==> src/rtl/seq_pkg.sv <==
// Shared definitions for the operand sequencer: state encoding, operand indices
// and a small elaboration-time helper.
package seq_pkg;

  localparam logic [2:0] IDLE     = 3'd0;
  localparam logic [2:0] SETUP    = 3'd1;
  localparam logic [2:0] PRESS    = 3'd2;
  localparam logic [2:0] RELEASE  = 3'd3;
  localparam logic [2:0] WAIT_RES = 3'd4;
  localparam logic [2:0] DONE     = 3'd5;

  typedef enum logic [2:0] {
    StIdle    = IDLE,
    StSetup   = SETUP,
    StPress   = PRESS,
    StRelease = RELEASE,
    StWaitRes = WAIT_RES,
    StDone    = DONE
  } seq_state_e;

  localparam int unsigned NUM_OPERANDS = 4;

  localparam logic [1:0] IDX_A = 2'd0;
  localparam logic [1:0] IDX_B = 2'd1;
  localparam logic [1:0] IDX_C = 2'd2;
  localparam logic [1:0] IDX_X = 2'd3;

  function automatic int unsigned max3(input int unsigned a, input int unsigned b,
                                       input int unsigned c);
    int unsigned m;
    m = a;
    if (b > m) m = b;
    if (c > m) m = c;
    return m;
  endfunction

endpackage

==> src/rtl/phase_timer.sv <==
// Loadable down-counter that measures how long the sequencer stays in a phase.
// A phase of N cycles is loaded with N-1; zero marks the last cycle of the phase.
module phase_timer #(
  parameter int unsigned WIDTH = 3
) (
  input  logic             clk,
  input  logic             resetn,
  input  logic             load,
  input  logic [WIDTH-1:0] load_value,
  output logic             zero
);

  logic [WIDTH-1:0] count_q;

  always_ff @(posedge clk or negedge resetn) begin
    if (!resetn) begin
      count_q <= '0;
    end else if (load) begin
      count_q <= load_value;
    end else if (count_q != '0) begin
      count_q <= count_q - WIDTH'(1);
    end
  end

  assign zero = (count_q == '0);

endmodule

==> src/rtl/operand_sequencer.sv <==
// Initiator side of the calculator's serial operand handshake: presents A, B, C, X
// with press/release go phases, waits for the compute, then captures the result.
module operand_sequencer
  import seq_pkg::*;
#(
  parameter int unsigned HOLD_CYCLES = 2,
  parameter int unsigned GAP_CYCLES  = 2,
  parameter int unsigned RESULT_WAIT = 4
) (
  input  logic       clk,
  input  logic       resetn,
  input  logic       start,
  input  logic [7:0] op_a,
  input  logic [7:0] op_b,
  input  logic [7:0] op_c,
  input  logic [7:0] op_x,
  input  logic [7:0] result_in,
  output logic       go,
  output logic [7:0] data_out,
  output logic       busy,
  output logic       done,
  output logic [7:0] result
);

  localparam int unsigned MaxCycles  = max3(HOLD_CYCLES, GAP_CYCLES, RESULT_WAIT);
  localparam int unsigned TimerWidth = $clog2(MaxCycles + 1);

  seq_state_e state_q, state_d;
  logic [1:0] idx_q, idx_d;
  logic [NUM_OPERANDS-1:0][7:0] op_q;

  logic                  tmr_load;
  logic [TimerWidth-1:0] tmr_value;
  logic                  tmr_zero;

  logic       capture;
  logic       enter_setup;
  logic [7:0] setup_data;

  logic       go_q, busy_q, done_q;
  logic [7:0] data_out_q, result_q;

  phase_timer #(
    .WIDTH(TimerWidth)
  ) u_phase_timer (
    .clk       (clk),
    .resetn    (resetn),
    .load      (tmr_load),
    .load_value(tmr_value),
    .zero      (tmr_zero)
  );

  always_comb begin
    state_d     = state_q;
    idx_d       = idx_q;
    tmr_load    = 1'b0;
    tmr_value   = '0;
    capture     = 1'b0;
    enter_setup = 1'b0;
    setup_data  = op_q[idx_q];
    unique case (state_q)
      StIdle: begin
        if (start) begin
          capture     = 1'b1;
          idx_d       = IDX_A;
          state_d     = StSetup;
          tmr_load    = 1'b1;
          enter_setup = 1'b1;
          // Operand registers load on this same edge, so drive A straight from the input.
          setup_data  = op_a;
        end
      end
      StSetup: begin
        if (tmr_zero) begin
          state_d   = StPress;
          tmr_load  = 1'b1;
          tmr_value = TimerWidth'(HOLD_CYCLES - 1);
        end
      end
      StPress: begin
        if (tmr_zero) begin
          state_d   = StRelease;
          tmr_load  = 1'b1;
          tmr_value = TimerWidth'(GAP_CYCLES - 1);
        end
      end
      StRelease: begin
        if (tmr_zero) begin
          tmr_load = 1'b1;
          if (idx_q == IDX_X) begin
            state_d   = StWaitRes;
            tmr_value = TimerWidth'(RESULT_WAIT - 1);
          end else begin
            idx_d       = idx_q + 2'd1;
            state_d     = StSetup;
            enter_setup = 1'b1;
            setup_data  = op_q[idx_q + 2'd1];
          end
        end
      end
      StWaitRes: begin
        if (tmr_zero) begin
          state_d  = StDone;
          tmr_load = 1'b1;
        end
      end
      StDone: begin
        state_d = StIdle;
      end
      default: begin
        state_d = StIdle;
      end
    endcase
  end

  // Outputs are decoded from the next state so they are registered yet aligned with it.
  always_ff @(posedge clk or negedge resetn) begin
    if (!resetn) begin
      state_q    <= StIdle;
      idx_q      <= IDX_A;
      op_q       <= '0;
      go_q       <= 1'b0;
      busy_q     <= 1'b0;
      done_q     <= 1'b0;
      data_out_q <= '0;
      result_q   <= '0;
    end else begin
      state_q <= state_d;
      idx_q   <= idx_d;
      if (capture) begin
        op_q <= {op_x, op_c, op_b, op_a};
      end
      go_q   <= (state_d == StPress);
      busy_q <= (state_d != StIdle);
      done_q <= (state_d == StDone);
      if (state_d == StIdle) begin
        data_out_q <= '0;
      end else if (enter_setup) begin
        data_out_q <= setup_data;
      end
      if (state_d == StDone) begin
        result_q <= result_in;
      end
    end
  end

  assign go       = go_q;
  assign busy     = busy_q;
  assign done     = done_q;
  assign data_out = data_out_q;
  assign result   = result_q;

endmodule

==> config.mk <==
export PLATFORM = sky130hd
export DESIGN_NAME = operand_sequencer
export DESIGN_NICKNAME = d
export VERILOG_FILES = /design/src/rtl/seq_pkg.sv /design/src/rtl/phase_timer.sv /design/src/rtl/operand_sequencer.sv
export SDC_FILE = /design/constraint.sdc
export NUM_CORES = 1
export LEC_CHECK = 0
export CAP_MARGIN = 40
export CORE_MARGIN = 5
export CORE_UTILIZATION = 39
export CTS_BUF_LIST = sky130_fd_sc_hd__clkbuf_2
export DETAILED_ROUTE_END_ITERATION = 10
export PLACE_DENSITY_LB_ADDON = 0.08
export SLEW_MARGIN = 20
export SYNTH_ARGS = -nofsm -noshare
export SYNTH_HDL_FRONTEND = slang
export SYNTH_SLANG_ARGS = --single-unit
==> constraint.sdc <==
create_clock -name clk -period 2 [get_ports clk]
set_clock_uncertainty 0.1 [all_clocks]
set_input_delay 0.4 -clock clk [delete_from_list [all_inputs] [get_ports clk]]
set_output_delay 0.4 -clock clk [all_outputs]
set_load 0.01 [all_outputs]
==> impl_metrics.toml <==
[drt]
vias = 1966
drt_iter0_drc = 97
routedWlPerCell_um = 13.9
detail-route-antenna-nets = 0
first_pass_iters = 4
routed_wl_mm = 5.70
drc = 0
routed_via_density = 4.78

[cts]
htree_num_levels = 3
clkTransAtPathRegs_ns = 0.17
cts_made_buffers = 9
numClockSinks = 59
clock_path_buffers = 2
tritoncts = "yes"
clk_latency_ns = 0.48
cts-root-buf = "clkbuf_2"

[die]
fp.dieH_um = 91.8
core_mm2 = 0.00642
rows = 29
die-area_mm2 = 0.00843
die-width_um = 91.8
pin_count = 62
initial_core_util_pct = 40.7

[synth]
synth_fp_nets = 301
synth_area_per_cell_um2 = 10.2
synth.most_common_cell = "nand2_1"
synth-seq-cells = 59
synth_top_family_by_area = "simple AND/OR/NAND/NOR gates"
synth_simple_gate_area_share_pct = 21.0
syn_inst = 255
ys_seq_area_share_pct = 56.5
yosysUniqueCellTypes = 30
synth_common_cells = "117 x nand2_1, 59 x dfrtp_1, 10 x mux2_2"
async_flop_share_pct = 100
synth-compound-area-share_pct = 4.94
synthXorXnorAreaFrac_pct = 0
synth_area_leaders = "dfrtp_1 57%, nand2_1 17%, mux4_2 6.9%"
yosysTopAreaCell = "dfrtp_1"
syn_area_mm2 = 0.00261
yosys.area.top_type_share_pct = 56.5
synth_edf_count = 0
synth_ff_type = "dfrtp_1"
yosys_warnings = 0
synth_fa_ha_area_share_pct = 1.44
synthMuxAreaShare_pct = 12.6

[cells_and_area]
fillCellCount = 594
drive_gt1_share_pct = 15.9
fin_nets = 375
antenna_cells = 0
area_growth_pct = 38.3
design_area_mm2 = 0.00361
final_core_util_pct = 56.2

[timing]
whs_ns = 0.293
slew_headroom_pct = 65.2
report.final.slew_viol_count = 0
max_freq_mhz = 527
final-hold-violation-count = 0
tightest_slew_ns = 0.521
rsz0062_at_grt = "false"
fin_ws_ns = 0.103
layout_min_cycle_time_ns = 1.90
min_period_over_period_pct = 94.9
setup_viol = 0

[placed_design]
placed_area_mm2 = 0.00340
hpwlAfterDp_mm = 4.03
place_congestion = 0.757
port_buffers = 61
place_ws_ns = -0.0149

[worst_setup_path]
crit_buf_inv = 1
critPathKind = "reg2out"
endpoint_kind = "primary output"
crit_cells = 1
arrival_ns = 1.40
critPathRequiredTime_ns = 1.50
cp_cell_sequence = "clkdlybuf4s50_1"
crit_fanout = 2
path_delay_family = "buffers and inverters"
rr_worst_depth = 7
cp_slowest_stage_delay_ns = 0.54
startpoint_type = "flip-flop"
crit_slowest_cell = "clkdlybuf4s50_1"
ff2ff_setup_slack_ns = 0.17

[global_route]
grt_use_total_pct = 14.9
grt_pass1_wl_mm = 9.79
antenna_found_initial = 0
globalRouteOverflowTotal = 0
grt_busiest_layer = "met2"
grt_pass1_vias = 2028
met1_usage_pct = 18.4
use_met3_pct = 6.38
grt_start_max_net_pins = 36
grt_use_met2_pct = 23.7

[power]
power_w = 0.00464
p_leak_nw = 1.84
peakVddDrop_mv = 0.524
powerDensity_mw_per_mm2 = 1280

[run_status]
outcome = "finished clean"

[worst_hold_path]
hp-class = "in2async"

[job]
cap_viol_max_count = 0
-- flip-flops by register name, summed over array words and instances, names as in the netlist --
| register | count |
|---|---|
| op_q | 32 |
| data_out | 8 |
| result | 8 |
| state_q | 3 |
| u_phase_timer.count_q | 3 |
| idx_q | 2 |
| busy | 1 |
| done | 1 |
| go | 1 |
-- cells by family after synthesis --
kind of cell / Yosys count
buffers and inverters: 19
multiplexers: 21
adder cells (fa/ha/maj): 3
flip-flops: 59
AND/OR/NAND/NOR: 132
AO/OA/AOI/OAI: 21
-- final cells by class --
cell class	instances	area (µm²)	area share (%)
Inverter	6	22.5	0.623
Clock buffer	12	60.1	1.66
Multi-Input combinational cell	177	1040	28.9
Clock inverter	4	98.8	2.74
Sequential cell	59	1480	40.9
Tap cell	77	96.3	2.67
Timing Repair Buffer	76	816	22.6
-- per-layer routing --
layer	routed length (µm)	share of wire [%]
met1	2490	44
met5	0	0
met2	2750	48
met3	386	6.8
met4	72	1.3
-- placed cells by master, fill, tap and decap left out, types with 2 or more instances in the layout --
cell	synthesis	final
or3_1	2	2
mux4_2	8	8
nor2_1	4	4
buf_12	0	5
a31oi_1	8	8
nand3_1	2	2
inv_1	6	6
clkdlybuf4s50_1	0	47
bufinv_16	0	3
o21ai_0	7	7
dfrtp_1	59	59
nand2_1	117	117
clkbuf_2	1	12
buf_4	1	9
a21oi_1	3	3
dlymetal6s2s_1	0	13
mux2_2	10	10
mux2i_1	2	2
ha_1	3	3
-- report_power, final --
part / total [W] / internal (W) / switching [W]
Combinational: 0.00178 / 0.000966 / 0.000811
Clock: 0.000989 / 0.000559 / 0.000430
Sequential: 0.00187 / 0.00162 / 0.000248
Total: 0.00464 / 0.00315 / 0.00149
-- repair_timing --
item,in CTS,in global routing
hold endpoints to repair,18,0
resized for setup,0,13
hold buffers,1,0
setup endpoints to repair,0,13
buffers inserted,0,1
-- stage by stage --
step / std cells / setup TNS [ns]
after floorplan: 255 / 0
after global placement: 393 / 0
after detailed placement: 393 / -0.0241
after CTS: 410 / 0
after global routing: 411 / 0
final: 411 / 0
-- worst paths after layout --
check,start,endpoint
setup / recovery,data_out[3],data_out[3]
hold / removal,resetn,op_q[15]
setup reg to reg,u_phase_timer.count_q[0],u_phase_timer.count_q[0]
hold reg to reg,op_q[19],op_q[19]
max in group asynchronous,resetn,data_out[5]
min in group clk,op_b[7],op_q[15]
No activity file was read; power rests on OpenSTA's default activity.
